### config.mk
export PLATFORM = sky130hd
export DESIGN_NAME = ahb_master_alu_reg_pipelined
export DESIGN_NICKNAME = d
export VERILOG_FILES = /design/src/rtl/ahb_master_alu_reg_pipelined.sv
export SDC_FILE = /design/constraint.sdc
export NUM_CORES = 2
export LEC_CHECK = 0
export BUFFER_PORTS_ARGS = -buffer_cell sky130_fd_sc_hd__buf_2
export CORE_UTILIZATION = 69
export CTS_CLUSTER_DIAMETER = 120
export DETAILED_ROUTE_END_ITERATION = 10
export PLACE_DENSITY_LB_ADDON = 0.2
export SYNTH_ARGS = -nofsm -noshare
export SYNTH_HDL_FRONTEND = slang
export SYNTH_SLANG_ARGS = --single-unit
export TNS_END_PERCENT = 50
### constraint.sdc
create_clock -name HCLK -period 23.8 [get_ports HCLK]
set_clock_uncertainty 0.05 [all_clocks]
set_input_delay 1.19 -clock HCLK [delete_from_list [all_inputs] [get_ports HCLK]]
set_output_delay 1.19 -clock HCLK [all_outputs]
set_load 0.05 [all_outputs]
### src/rtl/ahb_master_alu_reg_pipelined.sv
// Pipelined AHB-Lite master executing 64-bit commands against an 8x32 register
// file and a small ALU; supports incrementing bursts, wait states and ERROR abort.

module ahb_master_alu_reg_pipelined_rf (
    input  logic        clk,
    input  logic        rst_n,
    input  logic        we,
    input  logic [2:0]  wa,
    input  logic [31:0] wd,
    input  logic [2:0]  ra1,
    input  logic [2:0]  ra2,
    output logic [31:0] rd1,
    output logic [31:0] rd2
);
    logic [31:0] registers [0:7];

    always_ff @(posedge clk or negedge rst_n) begin
        if (!rst_n) begin
            for (int i = 0; i < 8; i++) registers[i] <= '0;
        end else if (we) begin
            registers[wa] <= wd;
        end
    end

    assign rd1 = registers[ra1];
    assign rd2 = registers[ra2];
endmodule

module ahb_master_alu_reg_pipelined (
    input  logic        HCLK,
    input  logic        HRESETn,
    input  logic [63:0] cpu_inst,
    input  logic        HREADY,
    input  logic        HRESP,
    input  logic [31:0] HRDATA,
    output logic [31:0] HADDR,
    output logic [2:0]  HBURST,
    output logic [2:0]  HSIZE,
    output logic [1:0]  HTRANS,
    output logic        HWRITE,
    output logic [31:0] HWDATA,
    output logic [1:0]  dbg_state
);
    localparam logic [1:0] TR_IDLE   = 2'b00;
    localparam logic [1:0] TR_NONSEQ = 2'b10;
    localparam logic [1:0] TR_SEQ    = 2'b11;

    typedef enum logic [1:0] {
        S_IDLE  = 2'd0,
        S_ADDR  = 2'd1,
        S_BURST = 2'd2,
        S_DATA  = 2'd3
    } state_t;

    state_t state;

    // Command whose beat is currently in its address phase.
    logic       a_register;
    logic       a_rw;
    logic [2:0] a_rr1;
    logic [2:0] a_rr2;
    logic [2:0] a_wr;
    logic [2:0] a_op;
    logic [7:0] beats_left;

    // Beat currently in its data phase.
    logic        d_register;
    logic        d_rw;
    logic [2:0]  d_wr;
    logic [31:0] d_y;

    logic [31:0] op_a;
    logic [31:0] op_b;
    logic [31:0] alu_y;
    logic        RegWrite;
    logic [31:0] WriteData;
    logic [1:0]  type_data;
    logic        data_phase;
    logic        addr_phase;
    logic        new_cmd;
    logic [7:0]  first_beats_m1;
    logic        unused_rsvd;

    ahb_master_alu_reg_pipelined_rf rf (
        .clk   (HCLK),
        .rst_n (HRESETn),
        .we    (RegWrite),
        .wa    (d_wr),
        .wd    (WriteData),
        .ra1   (a_rr1),
        .ra2   (a_rr2),
        .rd1   (op_a),
        .rd2   (op_b)
    );

    always_comb begin
        alu_y = op_a;
        case (a_op)
            3'd0: alu_y = op_a + op_b;
            3'd1: alu_y = op_a - op_b;
            3'd2: alu_y = op_a & op_b;
            3'd3: alu_y = op_a | op_b;
            3'd4: alu_y = op_a ^ op_b;
            3'd5: alu_y = op_a << op_b[4:0];
            3'd6: alu_y = op_a * op_b;
            default: alu_y = op_a;
        endcase
    end

    assign data_phase = (state == S_BURST) || (state == S_DATA);
    assign addr_phase = (state == S_ADDR) || (state == S_BURST);
    assign new_cmd    = cpu_inst[7] && ((state == S_IDLE) || (state == S_DATA));
    assign first_beats_m1 = ((cpu_inst[3:1] != 3'd0) && (cpu_inst[15:8] != 8'd0))
                          ? (cpu_inst[15:8] - 8'd1) : 8'd0;
    assign unused_rsvd = ^cpu_inst[17:16];

    // Load (Register=0,rw=0) and ALU store (Register=1,rw=1) are the writing modes.
    assign type_data = {d_register, d_rw};
    assign RegWrite  = data_phase && HREADY && !HRESP && (d_register == d_rw);
    assign WriteData = d_register ? d_y : HRDATA;
    assign dbg_state = state;

    always_ff @(posedge HCLK or negedge HRESETn) begin
        if (!HRESETn) begin
            state      <= S_IDLE;
            HADDR      <= '0;
            HBURST     <= '0;
            HSIZE      <= '0;
            HTRANS     <= TR_IDLE;
            HWRITE     <= 1'b0;
            HWDATA     <= '0;
            a_register <= 1'b0;
            a_rw       <= 1'b0;
            a_rr1      <= '0;
            a_rr2      <= '0;
            a_wr       <= '0;
            a_op       <= '0;
            beats_left <= '0;
            d_register <= 1'b0;
            d_rw       <= 1'b0;
            d_wr       <= '0;
            d_y        <= '0;
        end else if (HREADY) begin
            if (data_phase && HRESP) begin
                // ERROR cancels the current beat and any beats not yet transferred.
                HTRANS     <= TR_IDLE;
                beats_left <= '0;
                state      <= S_IDLE;
            end else if (addr_phase) begin
                d_register <= a_register;
                d_rw       <= a_rw;
                d_wr       <= a_wr;
                d_y        <= alu_y;
                if (a_register != a_rw) begin
                    HWDATA <= a_register ? alu_y : op_a;
                end
                if (beats_left != 8'd0) begin
                    HADDR      <= HADDR + (32'd1 << HSIZE);
                    HTRANS     <= TR_SEQ;
                    beats_left <= beats_left - 8'd1;
                    state      <= S_BURST;
                end else begin
                    HTRANS <= TR_IDLE;
                    state  <= S_DATA;
                end
            end else if (new_cmd) begin
                HADDR      <= cpu_inst[63:32];
                HBURST     <= cpu_inst[3:1];
                HSIZE      <= cpu_inst[6:4];
                HWRITE     <= cpu_inst[0];
                HTRANS     <= TR_NONSEQ;
                a_register <= cpu_inst[18];
                a_rr1      <= cpu_inst[21:19];
                a_rr2      <= cpu_inst[24:22];
                a_wr       <= cpu_inst[27:25];
                a_op       <= cpu_inst[30:28];
                a_rw       <= cpu_inst[31];
                beats_left <= first_beats_m1;
                state      <= S_ADDR;
            end else begin
                HTRANS <= TR_IDLE;
                state  <= S_IDLE;
            end
        end
    end
endmodule

Word-level counts from Yosys, hierarchy flattened

Index checks and enable logic that the tools add are counted.

Output and inout port bits: 75
Logic and storage cells: 110
Bits in registers: 390

Equality and inequality tests: 13
Mux-type cells: 28
Reduce and logical (&&, ||, !) cells: 23
Multiply operators: 1
Shift operators: 2
Bitwise operators: 8
Magnitude comparators: 4
$add $sub $neg: 5

Operator list:

| cell                                                      | number |
|---|---|
| two-way mux 32 bit                                        | 10 |
| bitwise mux 256 bit                                       | 1 |
| one-hot mux 32 bit (7 select lines)                       | 1 |
| binary-select mux 32 bit (select 3 bit)                   | 2 |
| demux 32 bit (select 3 bit)                               | 1 |
| adder 32 bit                                              | 2 |
| two-way mux 8 bit                                         | 5 |
| AND 32 bit                                                | 1 |
| multiplier 32 x 32 -> 32 bit                              | 1 |
| OR 32 bit                                                 | 1 |
| left shift 1 x 3 -> 32 bit (first input constant)         | 1 |
| left shift 32 x 5 -> 32 bit                               | 1 |
| subtractor 32 bit                                         | 1 |
| XOR 32 bit                                                | 1 |
| nonzero test 8 bit                                        | 2 |
| subtractor 8 x 1 -> 8 bit (second input constant)         | 2 |
| greater-or-equal comparator 4 bit (second input constant) | 3 |
| two-way mux 2 bit                                         | 6 |
| NOT 3 -> 4 bit                                            | 3 |
| AND reduction 4 bit                                       | 3 |
| equality test 3 bit (second input constant)               | 3 |
| logical AND 1 bit                                         | 7 |
| equality test 3 x 2 -> 1 bit (second input constant)      | 2 |
| AND reduction 3 bit                                       | 2 |
| other kinds (16)                                          | 22 |

Depth between registers and ports, before layout

Word-level depth: 7
Mapped depth: 38

Hierarchy

A second synthesis with hierarchy kept.

Cell total of the unflattened synthesis: 4,214
Area total of the unflattened synthesis: 42,116.6 um2

Modules (own cells, without submodules):

| module                          | instances | area each (um2) | seq. area each (um2) | cells each |
|---|---|---|---|---|
| ahb_master_alu_reg_pipelined    | 1         | 28,406.0        | 3,353.2              | 3,435 |
| ahb_master_alu_reg_pipelined_rf | 1         | 13,710.6        | 6,406.1              | 779 |

Worst setup path before layout

Ideal clock, no wire load.

Kind: reg2reg
Start: reg a_rr2[0]
End: reg HWDATA[28]
Required time: 23,614 ps
Arrival: 8,698 ps
Library setup time: 136 ps
Slack: 14,916 ps
Buffers on the path: 7
Clock period less this slack: 8,884 ps
Stages on the path, launching flop included: 37
Cells stage by stage: dfrtp_1 buf_6 buf_12 buf_8 buf_12 mux2i_1 nand2_1 nand4_1 clkbuf_1 clkbuf_1 buf_1 nor2_1 fa_1 inv_1 fa_1 fa_1 fa_1 inv_1 fa_1 inv_1 fa_1 inv_1 fa_1 fa_1 ha_1 a21o_1 a21oi_1 o21ai_0 a21o_1 a211o_1 a31o_2 a21oi_1 xor2_1 o221ai_1 a2bb2oi_1 a21oi_1 o21ai_0

Longest elaborated chain between the ends: 7

Ends and longest elaborated chain:

| element                                                    | line | source |
|---|---|---|
| from (decl)                                                | 61   | `logic [2:0] a_rr2;` |
| from (signal assigned)                                     | 174  | `a_rr2 <= cpu_inst[24:22];` |
| NOT 3 -> 4 bit (implied by the code) (*)                   | 26   | `assign rd2 = registers[ra2];` |
| binary-select mux 32 bit (select 3 bit) (*)                | 26   |  |
| two-way mux 32 bit (implied by the code) (*) (2 in a row)  | 26   |  |
| multiplier 32 x 32 -> 32 bit, or another cell as far along | 105  | `3'd6: alu_y = op_a * op_b;` |
| one-hot mux 32 bit (7 select lines) (*)                    | 98   | `case (a_op)` |
| two-way mux 32 bit (*)                                     | 155  | `HWDATA <= a_register ? alu_y : op_a;` |
| to (signal assigned)                                       | 155  |  |
| to (decl)                                                  | 41   | `output logic [31:0] HWDATA,` |

Every way passes the cells marked *; elsewhere a longest branch is shown, timed or not. The select of a mux whose other input is x is not followed.
A chain may end at the register's enable or synchronous reset.

Worst setup path in the final report

Start: reg a_rr1[1]
End: reg HWDATA[28]

Longest elaborated chain between the ends: 7

Ends and longest elaborated chain:

| element                                                    | line | source |
|---|---|---|
| from (decl)                                                | 60   | `logic [2:0] a_rr1;` |
| from (signal assigned)                                     | 173  | `a_rr1 <= cpu_inst[21:19];` |
| NOT 3 -> 4 bit (implied by the code) (*)                   | 25   | `assign rd1 = registers[ra1];` |
| binary-select mux 32 bit (select 3 bit) (*)                | 25   |  |
| two-way mux 32 bit (implied by the code) (*) (2 in a row)  | 25   |  |
| multiplier 32 x 32 -> 32 bit, or another cell as far along | 105  |  |
| one-hot mux 32 bit (7 select lines)                        | 98   |  |
| two-way mux 32 bit (*)                                     | 155  |  |

Marks and branches as above.

==> reports/metrics.cfg <==
[status]
status = completed

[hold_path]
hold_path_class = flip-flop to flip-flop
min_to = d_wr[1]
hp-start = a_wr[1]
whs_path_depth = 2

[timing]
fmax_mhz = 90.5
fin_crit_ns = 11.05
fin_setup_tns_ns = 0
hold_viol_final = 0
worst_pin_slew_ns = 1.14
fin_crit_sh = 0.464
final-setup-viol-count = 0
slew_headroom = 0.231
rsz0062_at_grt = no
final-max-slew-violation-count = 0

[synth]
syn_nets = 5223
synth_area_sq_um = 40900
synth_compound_area_frac = 0.120
synth_cell_types = 79
synthXorXnorAreaFrac = 0.0327
synth.area.mux_share = 0.128
synth_cells = 4480
synth_edf_count = 0
async_flop_share = 1.00
yosysWarnings = 0
ys_seq_elements = 390
syn_avg_cell_area_sq_um = 9.13
yosys.area_share.simple = 0.135
seq_area_frac_synth = 0.239
synth_fa_ha_area_frac = 0.272
synth_top_flop_cell = dfrtp_1
synth_top_family_by_area = adder cells

[critical_path]
r2r_slack_ns = 12.75
crit_cells = 31
cp_common_cell = fa_1
reg2reg_depth = 31
required_ns = 24.15
r2r-start = a_rr1[1]
crit_family = adder cells
cp_num_buf_inv = 7
slowest_stage = dfrtp_4
critical_path_class = flip-flop to flip-flop
cp_slowest_stage_delay_ns = 0.83
critPathMaxFanout = 35
cp.arrival_ns = 11.40
timing.rr.end = HWDATA[28]
startpoint_type = flip-flop
end_kind = flip-flop

[global_routing]
track_usage = 0.480
grt_pass1_vias = 36000
overflow = 0
grt_antenna_before_repair = 10
grt_pass1_wl_microns = 214000
grt_max_degree = 112

[cts]
cts_sinks = 390
clk_latency_ns = 0.55
cts_made_buffers = 37
h-tree-depth = 2
cts.reportedPaths.clkPinSlew_ns = 0.07
ctsHoldBuffers = 0
cts_setup_buffers = 0
ctsResizeCount = 0
clockBufferDepth = 3
cts_tree = yes
clockRootBuffer = clkbuf_16

[finish]
nets = 5267
final_cell_mix = nor2_1, nand2_1, inv_1
drive_gt1_frac = 0.122
final_common_cell = nor2_1
syn2layout_area_growth_pct = 6.79

[detailed_routing]
ant_nets = 0
drtPass1Iterations = 9
totalWireLength_microns = 142000
drt_iter0_drc = 3879
drt-vias-per-instance = 6.67
drc = 0
wire_per_inst_microns = 26.6
vias = 35500

[place]
hpwl_microns = 98500
gp_congestion = 1.05
port_buffers = 172

[floorplan]
io_pins = 175
start_util = 0.704
design.core.area_sq_um = 58100
fp.dieW_microns = 245
core.rowCount = 88
die_height_microns = 245
die_area_sq_um = 60300

[flow_run]
drv_cap = 0

state kept, by name, summed over array words and instances, names as in the netlist, 2 cells and up:
register      count
HSIZE             3
HBURST            3
dbg_state         2
d_wr              3
a_rr2             3
a_wr              3
d_y              32
beats_left        8
HWDATA           32
a_op              3
a_rr1             3
HTRANS            2
HADDR            32
rf.registers    256
worst min-delay path, delay by kind of cell, from the launching register on:
family	cells	cell delay, ns
and+or+nand+nor	2	0.10
DFF	1	0.35
metal layers:
layer,wire [microns],vias up,global-route usage
li1,-,15000,-
met1,46300,17400,0.571
met2,64100,2471,0.741
met3,17900,724,0.126
met4,13200,0,0.384
met5,0,-,0
per-stage QoR:
stage	util	setup WS [ns]	hold WS, ns	instance area (sq um)	instances
6_report	0.751	12.75	0.427	43700	5328
5_1_grt	0.751	12.34	0.446	43700	5325
4_1_cts	0.751	12.88	0.429	43700	5317
3_5_place_dp	0.729	12.92	0.412	42400	5250
3_3_place_gp	0.729	13.01	0.404	42400	5250
2_1_floorplan	-	14.92	0.389	40900	4480
cells by family (layout without fill, tap and decap cells):
group | Yosys count | in the layout
simple gates | 1383 | 1383
buf+inv | 735 | 807
xor+xnor | 148 | 148
mux | 337 | 337
compound gates | 844 | 844
fa+ha+maj | 643 | 643
flops | 390 | 390
other cells | 0 | 11
how the worst max path moves through the flow:
| stage | startpoint | end |
|---|---|---|
| 2_1_floorplan | a_rr2[0] | HWDATA[28] |
| 3_3_place_gp | a_rr1[1] | HWDATA[28] |
| 3_5_place_dp | a_rr1[1] | HWDATA[28] |
| 4_1_cts | a_rr1[1] | HWDATA[28] |
| 5_1_grt | a_rr1[1] | HWDATA[27] |
| 6_report | a_rr1[1] | HWDATA[28] |
cell usage after synthesis, types with 34 or more instances:
library cell	count	area share
a21o_1	41	0.0075
a21oi_1	296	0.036
clkbuf_1	192	0.018
dfrtp_1	390	0.24
fa_1	410	0.20
ha_1	233	0.071
inv_1	443	0.041
mux2i_1	152	0.037
mux4_2	113	0.062
nand2_1	610	0.056
nand3_1	37	0.0045
nor2_1	617	0.057
o21ai_0	292	0.036
o22ai_1	34	0.0052
xnor2_1	115	0.025
cell type report:
type	count	area, sq um
Antenna cell	11	27.5
Clock buffer	57	1130
Clock inverter	10	135
Fill cell	4233	14500
Inverter	471	1770
Multi-Input combinational cell	3355	28300
Sequential cell	390	9780
Tap cell	765	957
Timing Repair Buffer	269	1600
Power is left out: the tool's default activity adds up to more than one toggle a clock period on the data nets, which glitch-free logic cannot reach.
